`src/rtl/alu_operand_sequencer_pkg.sv`:
```
// -----------------------------------------------------------------------------
// alu_operand_sequencer_pkg
// Shared opcode and state definitions for the 4-bit ALU datapath and its
// operand sequencer. ALU benches and the sequencer import the same encodings.
//
// Contents:
//   OP_ADD..OP_RSV1  3-bit opcode encodings understood by the ALU
//   state_t          sequencer FSM states S_OP..S_EXEC, S_OUT
// -----------------------------------------------------------------------------
package alu_operand_sequencer_pkg;

    localparam logic [2:0] OP_ADD  = 3'b000;
    localparam logic [2:0] OP_SUB  = 3'b001;
    localparam logic [2:0] OP_AND  = 3'b010;
    localparam logic [2:0] OP_OR   = 3'b011;
    localparam logic [2:0] OP_XOR  = 3'b100;
    localparam logic [2:0] OP_NOT  = 3'b101;
    localparam logic [2:0] OP_RSV0 = 3'b110;
    localparam logic [2:0] OP_RSV1 = 3'b111;

    typedef enum logic [2:0] {
        S_OP   = 3'd0,
        S_A    = 3'd1,
        S_B    = 3'd2,
        S_EXEC = 3'd3,
        S_OUT  = 3'd4
    } state_t;

endpackage

```
`src/rtl/alu_operand_sequencer_op_decode.sv`:
```
// -----------------------------------------------------------------------------
// alu_operand_sequencer_op_decode
// Combinational opcode classifier for the operand sequencer.
//
// Ports:
//   op           in  OPW  opcode to classify
//   is_unary     out 1    opcode takes only operand A (NOT)
//   is_reserved  out 1    opcode is one of the two reserved encodings
// -----------------------------------------------------------------------------
module alu_operand_sequencer_op_decode
    import alu_operand_sequencer_pkg::*;
#(
    parameter int OPW = 3
) (
    input  logic [OPW-1:0] op,
    output logic           is_unary,
    output logic           is_reserved
);

    assign is_unary    = (op == OPW'(OP_NOT));
    assign is_reserved = (op == OPW'(OP_RSV0)) || (op == OPW'(OP_RSV1));

endmodule

```
`src/rtl/alu_operand_sequencer.sv`:
```
// -----------------------------------------------------------------------------
// alu_operand_sequencer
// Upstream feeder for the combinational 4-bit ALU. Collects an opcode beat,
// operand A and (except for NOT) operand B from a valid/ready stream, holds
// them steady on the ALU inputs, captures the ALU result one cycle later and
// offers it on a valid/ready output port.
//
// Handshake: a beat moves on any posedge where valid and ready are both high;
// valid may not depend on ready, and a source holds data stable while
// valid is high and ready is low.
//
// Build option: ALU_SEQ_OVERLAP_EN -- when defined, an opcode beat may be
// accepted in the same cycle the pending result drains (in_ready follows
// out_ready in S_OUT), removing the idle S_OP cycle between operations.
//
// Ports:
//   clk, reset        clock, synchronous active-high reset
//   in_valid/in_ready/in_data   beat input (opcode / A / B)
//   alu_op/alu_x/alu_y          registered ALU inputs (alu_y=0 for NOT)
//   alu_z                       combinational ALU result
//   out_valid/out_ready/out_data/out_err   result output
//   state                       current FSM state (debug)
// -----------------------------------------------------------------------------
module alu_operand_sequencer
    import alu_operand_sequencer_pkg::*;
#(
    parameter int W   = 4,
    parameter int OPW = 3
) (
    input  logic           clk,
    input  logic           reset,
    input  logic           in_valid,
    output logic           in_ready,
    input  logic [W-1:0]   in_data,
    output logic [OPW-1:0] alu_op,
    output logic [W-1:0]   alu_x,
    output logic [W-1:0]   alu_y,
    input  logic [W-1:0]   alu_z,
    output logic           out_valid,
    input  logic           out_ready,
    output logic [W-1:0]   out_data,
    output logic           out_err,
    output logic [2:0]     state
);

    state_t         cur_state;
    state_t         nxt_state;
    logic           xfer;
    logic           op_load;
    logic [OPW-1:0] dec_op;
    logic           dec_unary;
    logic           dec_reserved;

    // In S_A the opcode is already registered; everywhere else the opcode of
    // interest is the one arriving on in_data.
    assign dec_op = (cur_state == S_A) ? alu_op : in_data[OPW-1:0];

    alu_operand_sequencer_op_decode #(
        .OPW (OPW)
    ) u_decode (
        .op          (dec_op),
        .is_unary    (dec_unary),
        .is_reserved (dec_reserved)
    );

    always_comb begin
        in_ready = 1'b0;
        case (cur_state)
            S_OP, S_A, S_B: in_ready = 1'b1;
`ifdef ALU_SEQ_OVERLAP_EN
            S_OUT:          in_ready = out_ready;
`else
            S_OUT:          in_ready = 1'b0;
`endif
            default:        in_ready = 1'b0;
        endcase
    end

    assign xfer      = in_valid & in_ready;
    assign out_valid = (cur_state == S_OUT);
    assign state     = cur_state;

    // An accepted beat in S_OUT can only exist in the overlap build, and it
    // is always an opcode beat.
    assign op_load = xfer && ((cur_state == S_OP) || (cur_state == S_OUT));

    always_comb begin
        nxt_state = cur_state;
        case (cur_state)
            S_OP: begin
                if (xfer) nxt_state = dec_reserved ? S_OUT : S_A;
            end
            S_A: begin
                if (xfer) nxt_state = dec_unary ? S_EXEC : S_B;
            end
            S_B: begin
                if (xfer) nxt_state = S_EXEC;
            end
            S_EXEC: nxt_state = S_OUT;
            S_OUT: begin
                if (out_ready) begin
                    if (xfer) nxt_state = dec_reserved ? S_OUT : S_A;
                    else      nxt_state = S_OP;
                end
            end
            default: nxt_state = S_OP;
        endcase
    end

    always_ff @(posedge clk) begin
        if (reset) cur_state <= S_OP;
        else       cur_state <= nxt_state;
    end

    always_ff @(posedge clk) begin
        if (reset) begin
            alu_op   <= '0;
            alu_x    <= '0;
            alu_y    <= '0;
            out_data <= '0;
            out_err  <= 1'b0;
        end else begin
            if (op_load) begin
                alu_op <= in_data[OPW-1:0];
                // Reserved opcodes never reach the ALU result path; the error
                // result is formed here and presented directly in S_OUT.
                if (dec_reserved) begin
                    out_data <= '0;
                    out_err  <= 1'b1;
                end
            end
            if (xfer && (cur_state == S_A)) begin
                alu_x <= in_data;
                if (dec_unary) alu_y <= '0;
            end
            if (xfer && (cur_state == S_B)) begin
                alu_y <= in_data;
            end
            if (cur_state == S_EXEC) begin
                out_data <= alu_z;
                out_err  <= 1'b0;
            end
        end
    end

endmodule

```
`config.mk`:
```
export PLATFORM = sky130hd
export DESIGN_NAME = alu_operand_sequencer
export DESIGN_NICKNAME = d
export VERILOG_FILES = /design/src/rtl/alu_operand_sequencer_pkg.sv /design/src/rtl/alu_operand_sequencer_op_decode.sv /design/src/rtl/alu_operand_sequencer.sv
export SDC_FILE = /design/constraint.sdc
export NUM_CORES = 1
export LEC_CHECK = 0
export CAP_MARGIN = 20
export CORE_ASPECT_RATIO = 1.4
export CORE_MARGIN = 2
export CORE_UTILIZATION = 45
export DETAILED_ROUTE_END_ITERATION = 10
export DONT_BUFFER_PORTS = 1
export PLACE_DENSITY_LB_ADDON = 0.12
export SYNTH_ARGS = -nofsm -noshare
export SYNTH_HDL_FRONTEND = slang
export SYNTH_HIERARCHICAL = 1
export SYNTH_SLANG_ARGS = --single-unit
```
`constraint.sdc`:
```
create_clock -name clk -period 2.2 [get_ports clk]
set_input_delay 0.44 -clock clk [delete_from_list [all_inputs] [get_ports clk]]
set_output_delay 0.44 -clock clk [all_outputs]
set_load 0.01 [all_outputs]
```
==> impl_table.tex <==
\begin{tabular}{lr}
\hline
Metric & Value \\
\hline
\multicolumn{2}{l}{\textbf{Outcome}} \\
\quad Outcome & finished clean \\
\multicolumn{2}{l}{\textbf{Critical path}} \\
\quad CP Data Required Time & roughly 1.8 ns \\
\quad Endpoint of the worst-slack reg-to-reg timing path & state[0] \\
\quad Flop-to-flop setup slack & 0.48 ns \\
\quad Nature of the critical path endpoint & primary output \\
\quad Data arrival, critical path & about 1.4 ns \\
\quad CP Launch Type & flip-flop \\
\quad CP Max Fanout & 15 \\
\quad Crit Reg-Reg Startpoint & state[2] \\
\quad Category of the critical setup timing path & reg -> out \\
\quad Count of cells along the worst register-to-register path & 6 \\
\multicolumn{2}{l}{\textbf{Synth}} \\
\quad Adder and majority gate portion of the synthesized area & 0 \\
\quad Fraction of synthesis flops using an asynchronous set or reset pin & 0 \\
\quad Nets in the synthesized netlist & 102 \\
\quad Most frequently used cell type in the post-synthesis netlist & sky130\_fd\_sc\_hd\_\_dfxtp\_1 \\
\quad Xor/xnor share of the synthesized area & 0 \\
\quad Synthesis warning total & 6 \\
\quad Simple-gate share of the synthesized area & 0.2873 \\
\quad Library cell with the largest summed area after synthesis & sky130\_fd\_sc\_hd\_\_dfxtp\_1 \\
\quad Combinational family with the most area after synthesis & simple AND/OR/NAND/NOR gates \\
\quad Number of cells produced by synthesis & 90 \\
\quad Avg Cell Area, Syn & 10.26 um\^{}2 \\
\quad Number of distinct library cells after synthesis & 29 \\
\quad Share of cell area taken by muxes after synthesis & 0.1125 \\
\quad Synth top area cells & sky130\_fd\_sc\_hd\_\_dfxtp\_1 (41\%), sky130\_fd\_sc\_hd\_\_mux2i\_1 (7.6\%), sky130\_fd\_sc\_hd\_\_nor4b\_4 (5.1\%) \\
\quad Primary FF master, synth & sky130\_fd\_sc\_hd\_\_dfxtp\_1 \\
\quad Share of the synthesized area in the top cell type & 0.4119 \\
\quad Yosys reg bits & 19 \\
\quad Complex-gate fraction of the synthesized area & 0.1369 \\
\quad EDFF count, synth & 0 \\
\quad Synthesized area & 923.4 um\^{}2 \\
\quad Share of synthesized area occupied by flip-flops and latches & 0.4119 \\
\quad Leading cell types by count after synthesis & sky130\_fd\_sc\_hd\_\_dfxtp\_1 (19), sky130\_fd\_sc\_hd\_\_a21oi\_1 (8), sky130\_fd\_sc\_hd\_\_mux2i\_1 (7), sky130\_fd\_sc\_hd\_\_nor2\_1 (7), sky130\_fd\_sc\_hd\_\_nor2b\_1 (5) \\
\multicolumn{2}{l}{\textbf{Floorplan}} \\
\quad Ports & 33 \\
\quad Core Box Area & slightly below 2000 um\^{}2 \\
\quad Die H & approximately 58 um \\
\quad Initial Util & 0.4737 \\
\quad Number of rows in the core area & 19 \\
\quad Horizontal die dimension & 42.29 um \\
\quad Area of the die & 2436 um\^{}2 \\
\multicolumn{2}{l}{\textbf{Power and ir drop}} \\
\quad Power spent charging and discharging nets & 0.1753 mW \\
\quad Share of total power consumed by net switching & 0.2691 \\
\quad Relative contribution of combinational cells to total power & 0.154 \\
\quad Power density over cell area & 681.4 nW/um\^{}2 \\
\quad Clk pwr share & 0.270 \\
\quad Internal power contribution & 0.4760 mW \\
\quad Worst vdd ir & 0.4634 mV \\
\quad Relative contribution of sequential cells to total power & 0.576 \\
\quad Leakage component of the power & 0.3559 nW \\
\multicolumn{2}{l}{\textbf{Drt}} \\
\quad DR DRC count & 0 \\
\quad Average vias per placed instance & 5.920 \\
\quad Detailed-route wire length & about 1900 um \\
\quad Post-detailed-route count of antenna-violating nets & 0 \\
\quad Routed WL per cell & 16.76 um \\
\quad Via count of the routed design & $\sim$660 \\
\quad First drt pass iteration count & 3 \\
\quad 1st-iter DRT viols & 7 \\
\multicolumn{2}{l}{\textbf{Clocking}} \\
\quad Longest Clk Path Bufs & 2 \\
\quad Cts hold-fix bufs & 0 \\
\quad Worst skew pair latency & 0.29 ns \\
\quad Clock tree root driver cell & sky130\_fd\_sc\_hd\_\_clkbuf\_4 \\
\quad Maximum level of the CTS H-tree & 1 \\
\quad Resized Gates After CTS & 0 \\
\quad Clock tree from TritonCTS & done \\
\quad Number of setup buffers added after CTS & 0 \\
\quad Num CTS Buffers & 3 \\
\quad Clock transition time at the flip-flop clock pins of the worst setup and hold paths & 0.11 ns \\
\quad CTS sink count & 19 \\
\multicolumn{2}{l}{\textbf{GRT}} \\
\quad Vias in the first global route & 654 \\
\quad Total Routing Usage GR & 0.1643 \\
\quad Overall overflow remaining after global route & 0 \\
\quad Number of antenna violations at the first check in global routing & 0 \\
\quad Largest net degree at the start of global routing & 21 \\
\quad Wire length of the first global-routing pass & 3001 um \\
\multicolumn{2}{l}{\textbf{Placement}} \\
\quad Final weighted congestion in routability-driven placement & 0.7936 \\
\quad Final HPWL from detailed placement & 1391 um \\
\quad Buffers on Ports & 0 \\
\quad Post-Place Cell Area & 928.4 um\^{}2 \\
\multicolumn{2}{l}{\textbf{Final layout}} \\
\quad Fill cell count & 194 \\
\quad Area of the multi-input gates & 495.5 um\^{}2 \\
\quad Area delta synth->final & 3.523\% \\
\quad Post-route cell area & between 900 and 1000 um\^{}2 \\
\quad Layout cell share with drive strength beyond 1 & 0.1648 \\
\quad N\_diodes & 0 \\
\quad Nets@finish & approximately 100 \\
\quad Flip-flop and latch area & 380.4 um\^{}2 \\
\multicolumn{2}{l}{\textbf{Min path}} \\
\quad End point of the worst hold path & state[2] \\
\quad Source of the worst hold timing path & reset \\
\quad Hold Path Class & in -> reg \\
\quad Hold Path Depth & 1 \\
\multicolumn{2}{l}{\textbf{STA}} \\
\quad Final setup fails & 0 \\
\quad Final worst path period need & 1.804 ns \\
\quad Final hold vios & 0 \\
\quad Setup total negative slack & 0 ns \\
\quad Share of the clock period used by the worst path after layout & 0.8200 \\
\quad Final Max Slew Viols & 0 \\
\quad Least-Margin Pin Slew & 0.5034 ns \\
\quad Final clock skew & roughly 0.0035 ns \\
\quad Unrepaired setup endpoints after global routing & false \\
\quad Slew Limit Headroom & 0.6637 \\
\quad Highest clock frequency the design can meet & 554.3 MHz \\
\multicolumn{2}{l}{\textbf{Job}} \\
\quad Number of maximum-capacitance violations & 0 \\
\hline
\end{tabular}
[layer usage]
metal | GRT usage | up-vias | part of all wire
li1 | - | 332 | -
met5 | 0 | - | 0
met3 | 0.07595 | 2 | 0.094
met1 | 0.1838 | 305 | 0.41
met4 | 0.08036 | 0 | 0.010
met2 | 0.2615 | 24 | 0.49
[area by class of cell]
class,count,area share
Multi-Input combinational cell,64,0.5183
Clock buffer,3,0.02356
Inverter,1,0.003927
Timing Repair Buffer,3,0.02356
Sequential cell,19,0.3979
Tap cell,21,0.02749
Clock inverter,1,0.005236
[cell usage in the layout, fill, tap and decap left out, types with 3 or more instances in the layout]
cell | Yosys | final
sky130_fd_sc_hd__buf_4 | 1 | 3
sky130_fd_sc_hd__nor3_1 | 3 | 3
sky130_fd_sc_hd__mux2_2 | 3 | 3
sky130_fd_sc_hd__mux2i_1 | 7 | 7
sky130_fd_sc_hd__dfxtp_1 | 19 | 19
sky130_fd_sc_hd__clkbuf_4 | 0 | 3
sky130_fd_sc_hd__nand2b_1 | 3 | 3
sky130_fd_sc_hd__a22oi_1 | 4 | 4
sky130_fd_sc_hd__a21oi_1 | 8 | 8
sky130_fd_sc_hd__nor2b_1 | 5 | 5
sky130_fd_sc_hd__nand3_1 | 4 | 4
sky130_fd_sc_hd__nor2_1 | 7 | 7
sky130_fd_sc_hd__a32o_1 | 4 | 4
[sequential cells by signal, indices dropped and copies added (netlist names)]
signal / cells
alu_op: 3
state: 3
alu_y: 4
out_err: 1
alu_x: 4
out_data: 4
[cell families after synthesis]
| group | Yosys count |
|---|---|
| AOI/OAI and AO/OA | 18 |
| DFF | 19 |
| and+or+nand+nor | 36 |
| muxes | 10 |
| buffers and inverters | 7 |
[stage by stage]
stage / instances / utilization / worst slack [ns] / power [mW] / hold WS, ns
after floorplan: 90 / - / 0.3667 / 0.4759 / 0.5005
after global routing: 112 / 0.4904 / 0.2576 / 0.6864 / 0.1682
after global placement: 108 / 0.4763 / 0.5071 / 0.4830 / 0.5097
after CTS: 112 / 0.4904 / 0.3844 / 0.6573 / 0.1891
final: 112 / 0.4904 / 0.3959 / 0.6513 / 0.1982
after detailed placement: 108 / 0.4763 / 0.4838 / 0.4839 / 0.5142
[power by group through the flow]
stage          Clock [mW]  Combinational (mW)  Sequential (mW)
2_1_floorplan           0              0.0906            0.385
3_3_place_gp            0              0.0993            0.384
3_5_place_dp            0               0.100            0.384
4_1_cts             0.181               0.101            0.376
5_1_grt             0.199               0.109            0.378
6_report            0.176               0.100            0.375
[worst max-delay path, cell delays in order, from the launching register on]
cell                      delay, ns
sky130_fd_sc_hd__dfxtp_1       0.36
sky130_fd_sc_hd__buf_4         0.24
sky130_fd_sc_hd__nor3b_1       0.47
[worst max path at each step]
stage / startpoint / endpoint / slack (ns) / cells past startpoint
floorplan: state[0] / state[0] / 0.37 / 7
global placement: state[2] / state[0] / 0.51 / 6
detailed placement: state[2] / state[0] / 0.48 / 6
CTS: state[2] / out_valid / 0.38 / 2
global route: state[2] / out_valid / 0.26 / 2
finish: state[2] / out_valid / 0.40 / 2
No activity file was read; power rests on OpenSTA's default activity.
